**config.mk**
```make
export PLATFORM = sky130hd
export DESIGN_NAME = wd_window_monitor
export DESIGN_NICKNAME = d
export VERILOG_FILES = /design/src/rtl/wd_pkg.sv /design/src/rtl/wd_window_channel.sv /design/src/rtl/wd_window_monitor.sv
export SDC_FILE = /design/constraint.sdc
export NUM_CORES = 1
export LEC_CHECK = 0
export CORE_MARGIN = 4
export CORE_UTILIZATION = 25
export DETAILED_ROUTE_END_ITERATION = 12
export HOLD_SLACK_MARGIN = 0.1
export SLEW_MARGIN = 20
export SYNTH_ARGS = -nofsm -noshare
export SYNTH_HDL_FRONTEND = slang
export SYNTH_HIERARCHICAL = 1
export SYNTH_SLANG_ARGS = --single-unit
```
**constraint.sdc**
```tcl
create_clock -name CLK -period 3.45 [get_ports CLK]
set_input_delay 0.5175 -clock CLK [delete_from_list [all_inputs] [get_ports CLK]]
set_output_delay 0.5175 -clock CLK [all_outputs]
set_load 0.01 [all_outputs]
```
**src/rtl/wd_pkg.sv**
```systemverilog
// Shared constants for the windowed watchdog monitor.
// Fault codes and per-channel state encoding.
package wd_pkg;

    localparam logic [2:0] FC_OVR    = 3'b000;
    localparam logic [2:0] FC_NOSW   = 3'b001;
    localparam logic [2:0] FC_EARLY  = 3'b010;
    localparam logic [2:0] FC_SWDROP = 3'b011;
    localparam logic [2:0] FC_TMO    = 3'b100;
    localparam logic [2:0] FC_NONE   = 3'b111;

    localparam logic [1:0] ST_IDLE  = 2'd0;
    localparam logic [1:0] ST_ARMED = 2'd1;
    localparam logic [1:0] ST_OPEN  = 2'd2;
    localparam logic [1:0] ST_FAIL  = 2'd3;

endpackage

```
**src/rtl/wd_window_channel.sv**
```systemverilog
// One watchdog channel: service window FSM,
// window counter, service edge detect and fault latch.
module wd_window_channel
    import wd_pkg::*;
#(
    parameter int CNT_W   = 16,
    parameter int WIN_MIN = 100,
    parameter int WIN_MAX = 1000
) (
    input  logic       clk,
    input  logic       rst_n,
    input  logic       swstat,
    input  logic       wdsrvc,
    input  logic       fwovr,
    input  logic       clrfail,
    output logic       wdfail,
    output logic [2:0] flstat
);

    localparam logic [CNT_W-1:0] MIN_C = CNT_W'(WIN_MIN);
    localparam logic [CNT_W-1:0] MAX_C = CNT_W'(WIN_MAX);
    localparam logic [CNT_W-1:0] SAT_C = '1;

    logic [1:0]       state_q, state_d;
    logic [CNT_W-1:0] cnt_q, cnt_d;
    logic             srvd_q, srvd_d;
    logic             srvc_q, srvc_d;
    logic [2:0]       code_q, code_d;

    logic             srvc_edge;
    logic [CNT_W-1:0] cnt_inc;

    // Next-state logic; override wins over every per-channel event.
    always_comb begin
        state_d   = state_q;
        cnt_d     = cnt_q;
        srvd_d    = srvd_q;
        code_d    = code_q;
        srvc_d    = wdsrvc;
        srvc_edge = wdsrvc & ~srvc_q;
        cnt_inc   = (cnt_q == SAT_C) ? cnt_q : cnt_q + 1'b1;

        if (fwovr) begin
            state_d = ST_FAIL;
            code_d  = FC_OVR;
        end else begin
            unique case (state_q)
                ST_IDLE: begin
                    if (swstat) begin
                        state_d = ST_ARMED;
                        cnt_d   = '0;
                        srvd_d  = 1'b0;
                    end else if (srvc_edge) begin
                        state_d = ST_FAIL;
                        code_d  = FC_NOSW;
                    end
                end
                ST_ARMED, ST_OPEN: begin
                    if (!swstat) begin
                        if (srvd_q) begin
                            state_d = ST_IDLE;
                            cnt_d   = '0;
                            srvd_d  = 1'b0;
                        end else begin
                            state_d = ST_FAIL;
                            code_d  = FC_SWDROP;
                        end
                    end else if (state_q == ST_ARMED) begin
                        if (srvc_edge) begin
                            state_d = ST_FAIL;
                            code_d  = FC_EARLY;
                        end else begin
                            cnt_d = cnt_inc;
                            if (cnt_inc >= MIN_C) begin
                                state_d = ST_OPEN;
                            end
                        end
                    end else begin
                        if (srvc_edge) begin
                            state_d = ST_ARMED;
                            cnt_d   = '0;
                            srvd_d  = 1'b1;
                        end else if (cnt_q >= MAX_C) begin
                            state_d = ST_FAIL;
                            code_d  = FC_TMO;
                        end else begin
                            cnt_d = cnt_inc;
                        end
                    end
                end
                ST_FAIL: begin
                    if (clrfail) begin
                        state_d = ST_IDLE;
                        code_d  = FC_NONE;
                        cnt_d   = '0;
                        srvd_d  = 1'b0;
                    end
                end
                default: begin
                    state_d = ST_IDLE;
                end
            endcase
        end
    end

    // Channel state registers.
    always_ff @(posedge clk or negedge rst_n) begin
        if (!rst_n) begin
            state_q <= ST_IDLE;
            cnt_q   <= '0;
            srvd_q  <= 1'b0;
            srvc_q  <= 1'b0;
            code_q  <= FC_NONE;
        end else begin
            state_q <= state_d;
            cnt_q   <= cnt_d;
            srvd_q  <= srvd_d;
            srvc_q  <= srvc_d;
            code_q  <= code_d;
        end
    end

    assign wdfail = (state_q == ST_FAIL);
    assign flstat = code_q;

endmodule

```
**src/rtl/wd_window_monitor.sv**
```systemverilog
// Multi-channel windowed watchdog fail detector.
// Replicates one window channel per monitored software task.
module wd_window_monitor
    import wd_pkg::*;
#(
    parameter int NCH     = 4,
    parameter int CNT_W   = 16,
    parameter int WIN_MIN = 100,
    parameter int WIN_MAX = 1000
) (
    input  logic             CLK,
    input  logic             RST_N,
    input  logic [NCH-1:0]   SWSTAT,
    input  logic [NCH-1:0]   WDSRVC,
    input  logic             FWOVR,
    input  logic             CLRFAIL,
    output logic [NCH-1:0]   WDFAIL,
    output logic [3*NCH-1:0] FLSTAT,
    output logic             WDFAIL_ANY
);

    for (genvar i = 0; i < NCH; i++) begin : g_ch
        wd_window_channel #(
            .CNT_W  (CNT_W),
            .WIN_MIN(WIN_MIN),
            .WIN_MAX(WIN_MAX)
        ) u_ch (
            .clk    (CLK),
            .rst_n  (RST_N),
            .swstat (SWSTAT[i]),
            .wdsrvc (WDSRVC[i]),
            .fwovr  (FWOVR),
            .clrfail(CLRFAIL),
            .wdfail (WDFAIL[i]),
            .flstat (FLSTAT[3*i+2:3*i])
        );
    end

    assign WDFAIL_ANY = |WDFAIL;

endmodule

```
==> results.json, run 1 <==
{
  "run_status": "completed",
  "grt_setup_unrepaired": "false",
  "ant_nets": 0,
  "yosysUniqueCellTypes": 84,
  "max_slew.worst_pin.slew_ns": 0.9057,
  "timing.critical_path.required_ns": 3.72,
  "timing.final.max_slew_violations": 0,
  "finalHoldViolations": 0,
  "power.static_leakage_nw": 3.156,
  "initial_core_util_pct": 25.35,
  "synth.area.mux_share_pct": 3.680,
  "layout_cells_sized_above_1_pct": 10.48,
  "cts.sinks": 92,
  "syn_nets": 959,
  "core_area_um2": 29640,
  "min-delay-path-class": "in2async",
  "detail_route.wirelength_um": 19320,
  "synth_sequential_area_ratio_pct": 30.84,
  "power.density_nw_per_um2": 534.4,
  "grt_start_max_net_pins": 77,
  "type_of_the_worst_setup_path": "reg2reg",
  "tritoncts": "yes",
  "ir_drop_mv": 0.2645,
  "detail_route.vias_per_cell": 5.306,
  "timing.setup.tns_ns": 0,
  "combinational_family_with_the_most_area_after_synthesis": "simple AND/OR/NAND/NOR gates",
  "ctsResizeCount": 0,
  "postSynth.topFlopCell": "sky130_fd_sc_hd__dfrtp_1",
  "layout.cells.most_common": "sky130_fd_sc_hd__nand2_1",
  "number_of_antenna_violations_at_the_first_check_in_global_routing": 0,
  "worst_clock_skew_ns": 0.01000,
  "globalRoute.totalOverflow": 0,
  "grt_pass1_wl_um": 31920,
  "period_share_pct": 85.52,
  "ios": 29,
  "number_of_global_route_vias_before_repair": 6376,
  "die_footprint_um2": 32900,
  "timing.critical_path.arrival_ns": 3.22,
  "register_share_of_total_power_pct": 31.6,
  "syn2layout_area_growth_pct": 10.59,
  "cts.path.max_buffers": 2,
  "htree_num_levels": 3,
  "ys.warnings.count": 6,
  "instance_count_of_the_mapped_netlist": 919,
  "remaining_drc_errors": 0,
  "finalNetCount": 951,
  "clk_latency_ns": 0.36,
  "count_of_state_elements_after_synthesis": 92,
  "detailedRoute.firstIterationViolations": 697,
  "stdcell_count": 1306,
  "synthSimpleGateAreaFrac_pct": 28.17,
  "cts_hold_buffers": 0,
  "switching_share_pct": 39.93,
  "insertedDiodeCount": 0,
  "first_pass_iters": 6,
  "setup_viol": 0,
  "pwr-share-comb_pct": 45.3,
  "mostFrequentLayoutCells": "sky130_fd_sc_hd__nand2_1 (82), sky130_fd_sc_hd__nor2_1 (81), sky130_fd_sc_hd__dfrtp_1 (80), sky130_fd_sc_hd__a21oi_1 (78), sky130_fd_sc_hd__o21ai_0 (71)",
  "post_synth_xor_area_fraction_pct": 1.049,
  "maxSlewHeadroom_pct": 39.53,
  "dieHeight_um": 181.4,
  "timing.fmax_mhz": 338.9,
  "number_of_synthesized_flops_with_an_enable_pin": 0,
  "period_minus_slack_ns": 2.951,
  "clk_pin_slew_ns": 0.07,
  "syn_avg_cell_area_um2": 8.177,
  "compound_gate_fraction_of_synth_area_pct": 24.93,
  "numCtsBuffers": 9,
  "cellInternalPower_mw": 2.668,
  "dp_cells": 1290,
  "die_width_um": 181.4,
  "critical_path_peak_fanout": 8,
  "grt_usage_pct": 11.34,
  "count_of_max_cap_constraint_violations": 0,
  "avgRoutedWirePerCell_um": 14.79,
  "route.vias.total": 6930,
  "detailedPlacementHpwl_um": 13800,
  "cp-end-kind": "flip-flop",
  "root_buffer": "sky130_fd_sc_hd__clkbuf_16",
  "postSynth.asyncResetShare_pct": 100.0,
  "p_sw_mw": 1.773,
  "synthAdderAreaFrac_pct": 4.662,
  "synth_area_um2": 7515,
  "crit_path_start_kind": "flip-flop",
  "share_clk_of_total_power_pct": 23.1,
  "buffer_ports.inserted": 28,
  "row_count": 63,
  "finalWeightedCongestion": 0.8447,
  "postCtsSetupRepairBufs": 0
}
-- power by group through the flow --
stage | sequential (mW) | combinational, mW | clock (mW)
2_1_floorplan | 1.41 | 1.43 | 0
3_3_place_gp | 1.43 | 1.98 | 0
3_5_place_dp | 1.43 | 2.00 | 0
4_1_cts | 1.41 | 2.01 | 1.06
5_1_grt | 1.43 | 2.23 | 1.11
6_report | 1.41 | 2.01 | 1.03
-- final timing paths --
kind,cells after the start,slack (ns),from,to
worst max-delay path,7,0.50,g_ch[1].u_ch/cnt_q[11],g_ch[1].u_ch/state_q[0]
worst min-delay path,1,0.20,RST_N,g_ch[0].u_ch/cnt_q[15]
worst max register to register,7,0.50,g_ch[1].u_ch/cnt_q[11],g_ch[1].u_ch/state_q[0]
worst min register to register,2,0.47,g_ch[0].u_ch/flstat[2],g_ch[0].u_ch/flstat[2]
max in group asynchronous,2,2.62,RST_N,g_ch[3].u_ch/cnt_q[11]
min in group CLK,2,0.47,g_ch[0].u_ch/flstat[2],g_ch[0].u_ch/flstat[2]
-- area by class of cell --
type | count | area [um2]
sequential | 92 | 2317
clock buffer | 12 | 246.5
fill | 3212 | 21330
multi-input combinational | 730 | 4696
inverter | 38 | 142.6
clock inverter | 4 | 48.80
timing repair buffer | 40 | 371.6
tap | 390 | 488.0
-- metrics by stage --
stage	hold slack, ns	utilization [%]	power (mW)	setup WS, ns	area [um2]
after global routing	0.2604	28.04	4.768	0.3339	8310
after global placement	0.4600	27.03	3.411	0.4685	8011
final	0.1987	28.04	4.441	0.4994	8310
after floorplan	0.2219	-	2.839	0.8870	7515
after CTS	0.3875	28.03	4.477	0.5208	8307
after detailed placement	0.4626	27.03	3.429	0.3734	8011
-- worst max-delay path: stages, from the launching register on --
cell and delay (ns):
sky130_fd_sc_hd__dfrtp_1 0.48, sky130_fd_sc_hd__nand4_1 0.32, sky130_fd_sc_hd__nor4_1 0.61, sky130_fd_sc_hd__nor2b_1 0.31
sky130_fd_sc_hd__xor2_1 0.10, sky130_fd_sc_hd__or4_4 0.54, sky130_fd_sc_hd__o31ai_4 0.30, sky130_fd_sc_hd__mux2i_1 0.22
-- state kept, by name, summed over array words and instances, names as in the netlist --
signal and cells:
g_ch.u_ch/flstat 12, g_ch.u_ch/srvc_q 4, g_ch.u_ch/srvd_q 4, g_ch.u_ch/state_q 8
g_ch.u_ch/cnt_q 64
-- cells by family (layout without fill, tap and decap cells) --
kind of cell    Yosys count  in the layout
compound gates          282            282
mux                      26             26
simple gates            385            385
flops                    92             92
xor+xnor                  9              9
fa+ha+maj                28             28
buf+inv                  97             94
-- synth_stat cells (11+ instances only) --
cell type	n	area share, %
sky130_fd_sc_hd__a211oi_1	12	1.2
sky130_fd_sc_hd__a21oi_1	78	5.2
sky130_fd_sc_hd__a31oi_1	14	1.2
sky130_fd_sc_hd__and3_1	11	0.92
sky130_fd_sc_hd__buf_2	18	1.2
sky130_fd_sc_hd__clkbuf_1	18	0.90
sky130_fd_sc_hd__dfrtp_1	80	27
sky130_fd_sc_hd__dfstp_2	12	4.2
sky130_fd_sc_hd__ha_1	28	4.7
sky130_fd_sc_hd__inv_1	37	1.8
sky130_fd_sc_hd__mux2_2	11	1.6
sky130_fd_sc_hd__mux2i_1	13	1.7
sky130_fd_sc_hd__nand2_1	82	4.1
sky130_fd_sc_hd__nand3_1	45	3.0
sky130_fd_sc_hd__nand4_1	24	2.0
sky130_fd_sc_hd__nor2_1	81	4.0
sky130_fd_sc_hd__nor2b_1	12	1.0
sky130_fd_sc_hd__nor3_1	40	2.7
sky130_fd_sc_hd__o21ai_0	71	4.7
sky130_fd_sc_hd__o31ai_1	19	1.9
-- layer usage --
| layer | track usage [%] | routed length [um] | part of all wire (%) | up-vias |
|---|---|---|---|---|
| met2 | 17.91 | 8893 | 46 | 172 |
| met5 | 0 | 0 | 0 | - |
| met4 | 3.542 | 223 | 1.2 | 0 |
| met1 | 16.03 | 9402 | 49 | 3337 |
| li1 | - | - | - | 3403 |
| met3 | 1.663 | 796 | 4.1 | 18 |
Note: power is estimated with default switching activity, not from simulation.
==> run 2: changes to the inputs <==
Settings changed: SKIP_CTS_REPAIR_TIMING set to 1.
==> results of run 2 <==
The final DEF is identical to that of run 1; final timing and power are the same.
==> run 3: changes to the inputs <==
Settings changed: CELL_PAD_IN_SITES_DETAIL_PLACEMENT set to 2, CELL_PAD_IN_SITES_GLOBAL_PLACEMENT set to 2, CORE_MARGIN 4 to unset, PLACE_DENSITY_LB_ADDON set to 0.1.
==> run 3 against run 2 <==
Sequential power is essentially flat; critical endpoint unchanged; critical path depth unchanged; global-route usage grew 5.7 points; critical path type unchanged.
==> results.json, run 3 (synthesis results as in run 1) <==
{
  "worst_clock_skew_ns": 0.01236,
  "crit_path_start_kind": "flip-flop",
  "slowest_delay_ns": 0.69,
  "cells_along_the_critical_path": "nand4_1 > nor4_1 > nor2b_1 > xor2_1 > or4_4 > o31ai_4 > mux2i_1",
  "reg2reg_setup_slack_ns": 0.37,
  "setup_viol": 0,
  "path_buf_inv": 0,
  "grt_start_max_net_pins": 44,
  "grt_usage_pct": 17.05,
  "dieHeight_um": 175.4,
  "type_of_the_worst_setup_path": "reg2reg",
  "cts.path.max_buffers": 2,
  "total_power_mw": 4.616,
  "setup.worst_path.end": "g_ch[1].u_ch/state_q[0]",
  "core_area_um2": 29640,
  "highest-signal-layer": "met4",
  "remaining_drc_errors": 0,
  "finalNetCount": 959,
  "period_minus_slack_ns": 3.075,
  "layout.cells.most_common": "sky130_fd_sc_hd__nand2_1",
  "globalRoute.totalOverflow": 0,
  "die_footprint_um2": 30760,
  "initial_core_util_pct": 25.35,
  "die_width_um": 175.4,
  "rr_endpoint": "g_ch[1].u_ch/state_q[0]",
  "max_slew.worst_pin.slew_ns": 0.9585,
  "m1WireLength_um": 12610,
  "timing.fmax_mhz": 325.2,
  "finalHoldViolations": 0,
  "ant_nets": 0,
  "avgRoutedWirePerCell_um": 19.11,
  "syn2layout_area_growth_pct": 11.85,
  "cp_max_stage_cell": "sky130_fd_sc_hd__nor4_1",
  "power.density_nw_per_um2": 549.1,
  "sum_of_met2_wire_segment_lengths_after_detailed_routing_um": 11850,
  "insertedDiodeCount": 0,
  "critPathTopFamily": "simple AND/OR/NAND/NOR gates",
  "period_share_pct": 89.14,
  "cp-end-kind": "flip-flop",
  "mostFrequentLayoutCells": "sky130_fd_sc_hd__nand2_1 (82), sky130_fd_sc_hd__nor2_1 (81), sky130_fd_sc_hd__dfrtp_1 (80), sky130_fd_sc_hd__a21oi_1 (78), sky130_fd_sc_hd__o21ai_0 (71)",
  "critical_path_peak_fanout": 10,
  "number_of_antenna_violations_at_the_first_check_in_global_routing": 0,
  "number_of_global_route_vias_before_repair": 7519,
  "detail_route.wirelength_um": 25110,
  "count_of_max_cap_constraint_violations": 0,
  "detailedPlacementHpwl_um": 18520,
  "layout_cells_sized_above_1_pct": 11.47,
  "timing.critical_path.arrival_ns": 3.36,
  "fillers": 3450,
  "grt_pass1_wl_um": 42010,
  "maxSlewHeadroom_pct": 36.00,
  "ir_drop_mv": 0.2417,
  "critPathLaunch": "g_ch[1].u_ch/cnt_q[3]",
  "timing.final.max_slew_violations": 0,
  "timing.critical_path.required_ns": 3.73,
  "power.static_leakage_nw": 3.211,
  "root_buffer": "sky130_fd_sc_hd__clkbuf_16",
  "grt_setup_unrepaired": "false",
  "detailedRoute.firstIterationViolations": 260,
  "clk_latency_ns": 0.36,
  "clk_pin_slew_ns": 0.07,
  "detail_route.vias_per_cell": 5.294,
  "finalWeightedCongestion": 0.7415,
  "largest_reg_flops": 64,
  "timing.setup.tns_ns": 0,
  "min-delay-path-class": "in2async",
  "registers.top_by_ff_count": "g_ch.u_ch/cnt_q",
  "dr_wl_met3_um": 369,
  "tritoncts": "yes",
  "run_status": "completed",
  "route.vias.total": 6956,
  "cts.sinks": 92,
  "buffer_ports.inserted": 28,
  "worstSetupPathDepth": 7,
  "htree_num_levels": 3,
  "row_count": 63,
  "r2r_cells": 7,
  "ios": 29,
  "numCtsBuffers": 9,
  "first_pass_iters": 4,
  "r2r-start": "g_ch[1].u_ch/cnt_q[3]"
}
-- run 3: changes by cell type in the layout (fill, tap and decap cells not counted) --
cell / change
sky130_fd_sc_hd__buf_12: +2
sky130_fd_sc_hd__buf_4: +7
sky130_fd_sc_hd__buf_6: -1
sky130_fd_sc_hd__clkbuf_1: -2
sky130_fd_sc_hd__clkinv_2: -1
sky130_fd_sc_hd__clkinv_4: +1
sky130_fd_sc_hd__inv_6: +2
-- run 3: worst min path at each step --
stage	to	slack, ns	depth (start not counted)
after detailed placement	g_ch[3].u_ch/flstat[2]	0.47	2
after global routing	g_ch[3].u_ch/cnt_q[5]	0.21	1
after global placement	g_ch[3].u_ch/flstat[2]	0.46	2
after CTS	g_ch[3].u_ch/cnt_q[5]	0.20	1
final	g_ch[3].u_ch/cnt_q[15]	0.17	1
after floorplan	g_ch[0].u_ch/cnt_q[0]	0.22	0
-- run 3: power by group --
part           total (mW)  internal [mW]  switching, mW
clock network        1.09          0.590          0.503
logic                2.11          0.838           1.27
registers            1.41           1.26          0.150
total                4.62           2.69           1.92
-- run 3: area by class of cell --
| cell class | instances | area (um2) | area share [%] |
|---|---|---|---|
| multi-input cells | 730 | 4696 | 55.86 |
| flip-flops and latches | 92 | 2317 | 27.57 |
| well taps | 390 | 488.0 | 5.805 |
| repair buffers | 48 | 452.9 | 5.389 |
| clock buffers | 10 | 239.0 | 2.843 |
| inverters | 38 | 142.6 | 1.697 |
| clock inverters | 6 | 70.07 | 0.8336 |
-- run 3: layer usage --
metal  up-vias  GRT usage [%]
met5         -              0
met4         0          4.239
met3        17          2.143
met2        36          28.24
met1      3488          23.37
li1       3415              -
-- run 3: metrics by stage --
| step | worst slack [ns] | instance area [um2] | hold WS (ns) | util [%] | cells |
|---|---|---|---|---|---|
| 6_report | 0.3745 | 8406 | 0.1710 | 28.36 | 1314 |
| 5_1_grt | 0.1620 | 8406 | 0.2113 | 28.36 | 1314 |
| 4_1_cts | 0.3455 | 8406 | 0.1955 | 28.36 | 1314 |
| 3_5_place_dp | 0.3597 | 8097 | 0.4663 | 27.32 | 1298 |
| 3_3_place_gp | 0.3968 | 8097 | 0.4592 | 27.32 | 1298 |
| 2_1_floorplan | 0.8870 | 7515 | 0.2219 | - | 919 |
